===== src/rtl/ui_menu_ctrl.sv =====
`timescale 1ns/1ps
`default_nettype none
// ============================================================================
// Module   : ui_menu_ctrl
// Brief    : Front-panel button conditioning (sync, debounce, auto-repeat)
//            driving a DISPLAY/EDIT menu over NUM_ITEMS settings registers.
// Revision : 1.0
// ============================================================================
module ui_menu_ctrl #(
  parameter int                           NUM_ITEMS  = 5,
  parameter int                           VAL_W      = 3,
  parameter int                           SEL_W      = 3,
  parameter logic [NUM_ITEMS*VAL_W-1:0]   ITEM_MAX   = {NUM_ITEMS{3'd7}},
  parameter logic [NUM_ITEMS*VAL_W-1:0]   ITEM_RST   = '0,
  parameter logic [NUM_ITEMS-1:0]         WRAP_MASK  = '1,
  parameter int                           DEB_W      = 24,
  parameter int                           REP_START  = 25000000,
  parameter int                           REP_PERIOD = 5000000
) (
  input  logic                       clk,
  input  logic                       rst,
  input  logic [3:0]                 Button,
  output logic [NUM_ITEMS*VAL_W-1:0] values,
  output logic [SEL_W-1:0]           sel_item,
  output logic                       menu_active,
  output logic                       alt_mode,
  output logic                       repaint,
  output logic                       val_chg
);

  localparam int REP_MAXC = (REP_START > REP_PERIOD) ? REP_START : REP_PERIOD;
  localparam int REP_W    = $clog2(REP_MAXC + 1);
  localparam logic [REP_W-1:0] REP_FIRST = REP_W'(REP_START - 1);
  localparam logic [REP_W-1:0] REP_NEXT  = REP_W'(REP_PERIOD - 1);
  localparam logic [SEL_W-1:0] SEL_LAST  = SEL_W'(NUM_ITEMS - 1);

  localparam logic [0:0] ST_DISPLAY = 1'b0;
  localparam logic [0:0] ST_EDIT    = 1'b1;

  logic [3:0]       sync1_q, sync1_d, sync2_q, sync2_d, prev_q, prev_d, p_q, p_d;
  logic [1:0]       vld_q, vld_d;
  logic [DEB_W-1:0] lock_q [4];
  logic [DEB_W-1:0] lock_d [4];
  logic [3:2]       r_ev;

  // prev is forced high until the sync pipeline holds real samples, so a
  // button held through reset is not seen as a fresh rising edge.
  always_comb begin
    sync1_d = Button;
    sync2_d = sync1_q;
    vld_d   = {vld_q[0], 1'b1};
    prev_d  = vld_q[1] ? sync2_q : 4'hF;
    for (int k = 0; k < 4; k++) begin
      p_d[k] = sync2_q[k] & ~prev_q[k] & (lock_q[k] == '0);
      if (p_d[k])
        lock_d[k] = '1;
      else if (lock_q[k] != '0)
        lock_d[k] = lock_q[k] - DEB_W'(1);
      else
        lock_d[k] = lock_q[k];
    end
  end

  always_ff @(posedge clk or posedge rst) begin
    if (rst) begin
      sync1_q <= '0;
      sync2_q <= '0;
      prev_q  <= '1;
      vld_q   <= '0;
      p_q     <= '0;
      for (int k = 0; k < 4; k++) lock_q[k] <= '0;
    end else begin
      sync1_q <= sync1_d;
      sync2_q <= sync2_d;
      prev_q  <= prev_d;
      vld_q   <= vld_d;
      p_q     <= p_d;
      for (int k = 0; k < 4; k++) lock_q[k] <= lock_d[k];
    end
  end

  logic [0:0]                 state_q, state_d;
  logic [SEL_W-1:0]           sel_q, sel_d;
  logic                       alt_q, alt_d;
  logic [NUM_ITEMS*VAL_W-1:0] vals_q, vals_d;
  logic                       repaint_q, repaint_d;
  logic                       chg_q, chg_d;

  for (genvar k = 2; k < 4; k++) begin : g_rep
    logic [REP_W-1:0] cnt_q, cnt_d;
    logic             run_q, run_d, first_q, first_d, rep_q, rep_d;

    always_comb begin
      cnt_d   = cnt_q;
      run_d   = run_q;
      first_d = first_q;
      rep_d   = 1'b0;
      if (!sync2_q[k] || state_q != ST_EDIT) begin
        run_d   = 1'b0;
        cnt_d   = '0;
        first_d = 1'b1;
      end else if (p_d[k]) begin
        run_d   = 1'b1;
        cnt_d   = '0;
        first_d = 1'b1;
      end else if (run_q) begin
        if (cnt_q == (first_q ? REP_FIRST : REP_NEXT)) begin
          rep_d   = 1'b1;
          cnt_d   = '0;
          first_d = 1'b0;
        end else begin
          cnt_d = cnt_q + REP_W'(1);
        end
      end
    end

    always_ff @(posedge clk or posedge rst) begin
      if (rst) begin
        cnt_q   <= '0;
        run_q   <= 1'b0;
        first_q <= 1'b1;
        rep_q   <= 1'b0;
      end else begin
        cnt_q   <= cnt_d;
        run_q   <= run_d;
        first_q <= first_d;
        rep_q   <= rep_d;
      end
    end

    assign r_ev[k] = rep_q;
  end

  logic [3:0]       ev;
  logic [VAL_W-1:0] cur, mx, nxt;

  // One action per cycle; the lowest-numbered event wins.
  always_comb begin
    ev        = p_q | {r_ev, 2'b00};
    state_d   = state_q;
    sel_d     = sel_q;
    alt_d     = alt_q;
    vals_d    = vals_q;
    repaint_d = 1'b0;
    chg_d     = 1'b0;
    cur       = '0;
    mx        = '0;
    nxt       = '0;
    if (ev[0]) begin
      repaint_d = 1'b1;
      if (state_q == ST_DISPLAY) begin
        state_d = ST_EDIT;
        sel_d   = '0;
      end else begin
        sel_d = (sel_q == SEL_LAST) ? '0 : sel_q + SEL_W'(1);
      end
    end else if (ev[1]) begin
      repaint_d = 1'b1;
      if (state_q == ST_DISPLAY) alt_d = ~alt_q;
      else                       state_d = ST_DISPLAY;
    end else if ((ev[2] | ev[3]) && state_q == ST_EDIT) begin
      repaint_d = 1'b1;
      for (int i = 0; i < NUM_ITEMS; i++) begin
        if (sel_q == SEL_W'(i)) begin
          cur = vals_q[i*VAL_W +: VAL_W];
          mx  = ITEM_MAX[i*VAL_W +: VAL_W];
          if (ev[2])
            nxt = (cur >= mx) ? (WRAP_MASK[i] ? '0 : cur) : cur + VAL_W'(1);
          else
            nxt = (cur == '0) ? (WRAP_MASK[i] ? mx : cur) : cur - VAL_W'(1);
          vals_d[i*VAL_W +: VAL_W] = nxt;
          chg_d = (nxt != cur);
        end
      end
    end
  end

  always_ff @(posedge clk or posedge rst) begin
    if (rst) begin
      state_q   <= ST_DISPLAY;
      sel_q     <= '0;
      alt_q     <= 1'b0;
      vals_q    <= ITEM_RST;
      repaint_q <= 1'b0;
      chg_q     <= 1'b0;
    end else begin
      state_q   <= state_d;
      sel_q     <= sel_d;
      alt_q     <= alt_d;
      vals_q    <= vals_d;
      repaint_q <= repaint_d;
      chg_q     <= chg_d;
    end
  end

  assign values      = vals_q;
  assign sel_item    = sel_q;
  assign menu_active = (state_q == ST_EDIT);
  assign alt_mode    = alt_q;
  assign repaint     = repaint_q;
  assign val_chg     = chg_q;

endmodule
`default_nettype wire


===== config.mk =====
export PLATFORM = sky130hd
export DESIGN_NAME = ui_menu_ctrl
export DESIGN_NICKNAME = d
export VERILOG_FILES = /design/src/rtl/ui_menu_ctrl.sv
export SDC_FILE = /design/constraint.sdc
export NUM_CORES = 1
export LEC_CHECK = 0
export BUFFER_PORTS_ARGS = -buffer_cell sky130_fd_sc_hd__buf_2
export CAP_MARGIN = 10
export CORE_MARGIN = 2
export CORE_UTILIZATION = 40
export CTS_BUF_LIST = sky130_fd_sc_hd__clkbuf_4 sky130_fd_sc_hd__clkbuf_8 sky130_fd_sc_hd__clkbuf_16
export CTS_CLUSTER_DIAMETER = 80
export DETAILED_ROUTE_END_ITERATION = 6
export PLACE_DENSITY = 0.53
export SYNTH_ARGS = -nofsm -noshare
export SYNTH_HDL_FRONTEND = slang
export SYNTH_SLANG_ARGS = --single-unit

===== constraint.sdc =====
create_clock -name clk -period 6.8 [get_ports clk]
set_input_delay 0.68 -clock clk [delete_from_list [all_inputs] [get_ports clk]]
set_output_delay 0.68 -clock clk [all_outputs]
set_load 0.05 [all_outputs]

==> results.txt <==
Total Neg Setup Slack - 0 ns
pin slew with the least headroom to its limit - 1.067 ns
grt met1 use - 25.90%
M2 GR Usage - 27.43%
Starting Density - 40.60%
CP endpoint kind - flop
Ys Warns - 0
initial DRC count - 499
Cells after Synth - 1064
min-delay src - Button[1]
largest net degree at the start of global routing - 148
core footprint - 25040 um^2
drt drc - 0
Yosys top cell area share - 45.79%
Final period util - 45.43%
Total Wirelength - 22500 um
cells along the critical path - inv_1 -> ha_1 -> or4b_4 -> or4_1 -> nor3_1 -> a21oi_1 -> mux2_2
Initial DRT Pass Iterations - 5
GPL Wtd Cong - 0.7523
initial antenna violation count - 0
vias in the first global route - 7610
Die Ht - 163.4 um
register area - 4812 um^2
Crit Reg-Reg Startpoint - lock_q[0]
IR drop worst, VDD - 164.6 uV
register bit total from synthesis - 192
GRT busiest layer - met2
CTS sink cnt - 192
vias post-DR - 7924
Post-synth EDFFs - 0
Final Skew - 0.01227 ns
sequential area share after synthesis - 47.34%
setup repair bufs after CTS - 0
Hold WS - 0.3350 ns
Fin. Hold Viols - 0
area of the multi-input gates - 5120 um^2
first-pass GRT wire length - 38650 um
worst path bufs/invs - 1
Slew HR - 28.30%
die width - 163.4 um
crit path max fanout - 6
total gr overflow - 0
syn_area_per_cell - 9.553 um^2
clock slew seen by the registers of the worst setup and hold paths - 0.08 ns
I/O pin cnt - 28
share of cells above drive strength 1 - 8.909%
filler instances - 2409
nets - 1124
slowest stage delay, CP - 0.72 ns
total CTS buffers - 17
top-count cell post-synth - dfrtp_1
hold_buf cts - 0
port bufs - 27
post-synthesis cell type count - 71
die footprint - 26700 um^2
hpwl dp - 15340 um
Post-DRT Antenna Nets - 0
CP Launch Type - flop
family with the most delay on the worst path - simple AND/OR/NAND/NOR gates
Worst Hold Class - primary input to flop
CP arrival - 3.42 ns
commonest cells in the netlist - 186 x dfrtp_1, 102 x nor2_1, 81 x nand2_1
Final setup viols - 0
status - finished clean
Power Density - 269.6 nW/um^2
GR Util met3 - 3.555%
FMAX - 0.3237 GHz
crit path launch - lock_q[0]
Slew Viols, Final - 0
Vias/cell - 5.541
CTS tree - built
Period minus WS final - 3.089 ns
asr flop ratio synth - 100.0%
Rows - 58
clk_lat worst skew - 0.44 ns
Syn-to-layout area delta - 10.76%
RSZ-0062 raised after global routing - no
CTS HTree Levels - 4
Resize count post-CTS - 0
Setup CP Type - flop to flop
WP data required - 7.13 ns
max-cap viol count - 0
root buf cell - clkbuf_16
Leakage - 4.709 nW
Main synth FF type - dfrtp_1
# diodes - 0
Post-Syn Area - 10160 um^2
syn nets - 1101
Core Util, Final - 44.97%
synth top area cells - dfrtp_1 46%, ha_1 3.8%, nor2_1 3.8%
slowest library cell on the worst path - or4_1
Yosys top cell by area - dfrtp_1
GRT Total Usage - 17.81%
Longest Clk Path Bufs - 2
drt wl/cell - 15.74 um
## state kept, by name (all words and copies together), names as in the netlist
signal	cells
g_rep.first_q	2
lock_q	96
alt_mode	1
g_rep.run_q	2
values	15
g_rep.rep_q	2
val_chg	1
vld_q	2
p_q	4
prev_q	4
sync2_q	4
menu_active	1
g_rep.cnt_q	50
sync1_q	4
sel_item	3
repaint	1
## cells in the final DEF (no fill, tap or decap), types with 21 or more instances in the layout
| cell | count |
|---|---|
| xor2_1 | 25 |
| ha_1 | 31 |
| nand3_1 | 56 |
| nand2_1 | 81 |
| nand4_1 | 22 |
| or3_1 | 31 |
| buf_2 | 27 |
| nor3_1 | 66 |
| mux2i_1 | 21 |
| a21oi_1 | 53 |
| inv_1 | 35 |
| xnor2_1 | 30 |
| nor2_1 | 102 |
| dfrtp_1 | 186 |
| nor4_1 | 27 |
| a31oi_1 | 32 |
| o21ai_0 | 30 |
## logic make-up after synthesis
| kind of cell | count (synthesis) | share of synthesized area [%] |
|---|---|---|
| and+or+nand+nor | 495 | 25.84 |
| DFF | 192 | 47.34 |
| buffers and inverters | 64 | 2.437 |
| muxes | 28 | 2.843 |
| AOI/OAI and AO/OA | 198 | 12.95 |
| other | 1 | 0.03689 |
| xor gates and xnor gates | 55 | 4.739 |
| adders and majority gates | 31 | 3.816 |
## metal layers
metal / routed length (um) / vias up
met1: 11650 / 3835
met5: 0 / -
met2: 10070 / 81
met4: 252 / 0
met3: 526 / 20
li1: - / 3988
## worst paths after layout
check | slack (ns) | to | cells after the start
worst min register to register | 0.35 | sync2_q[3] | 0
min in group asynchronous | 0.43 | g_rep[3].cnt_q[21] | 2
worst max-delay path | 3.71 | lock_q[13] | 7
max in group asynchronous | 5.20 | lock_q[60] | 3
worst min-delay path | 0.34 | sync1_q[1] | 1
worst max register to register | 3.71 | lock_q[13] | 7
## per-stage QoR
stage / setup WS (ns) / cell area (um^2) / cells / power (mW)
CTS: 3.673 / 11260 / 1430 / 3.073
detailed placement: 3.685 / 10660 / 1398 / 2.020
global route: 3.413 / 11260 / 1430 / 3.231
global placement: 3.743 / 10660 / 1398 / 2.011
finish: 3.711 / 11260 / 1430 / 3.035
floorplan: 0.9027 / 10160 / 1064 / 1.896
## power breakdown
group          internal, mW  switching [mW]
Combinational         0.217           0.257
Sequential             1.32           0.196
Clock                 0.556           0.485
## cell type report
class	instances	share of cell area, %
clock buffers	17	3.779
well taps	330	3.667
clock inverters	15	1.567
multi-input cells	808	45.48
repair buffers	31	1.467
flip-flops and latches	192	42.74
inverters	37	1.300
No activity file was read; power rests on OpenSTA's default activity.
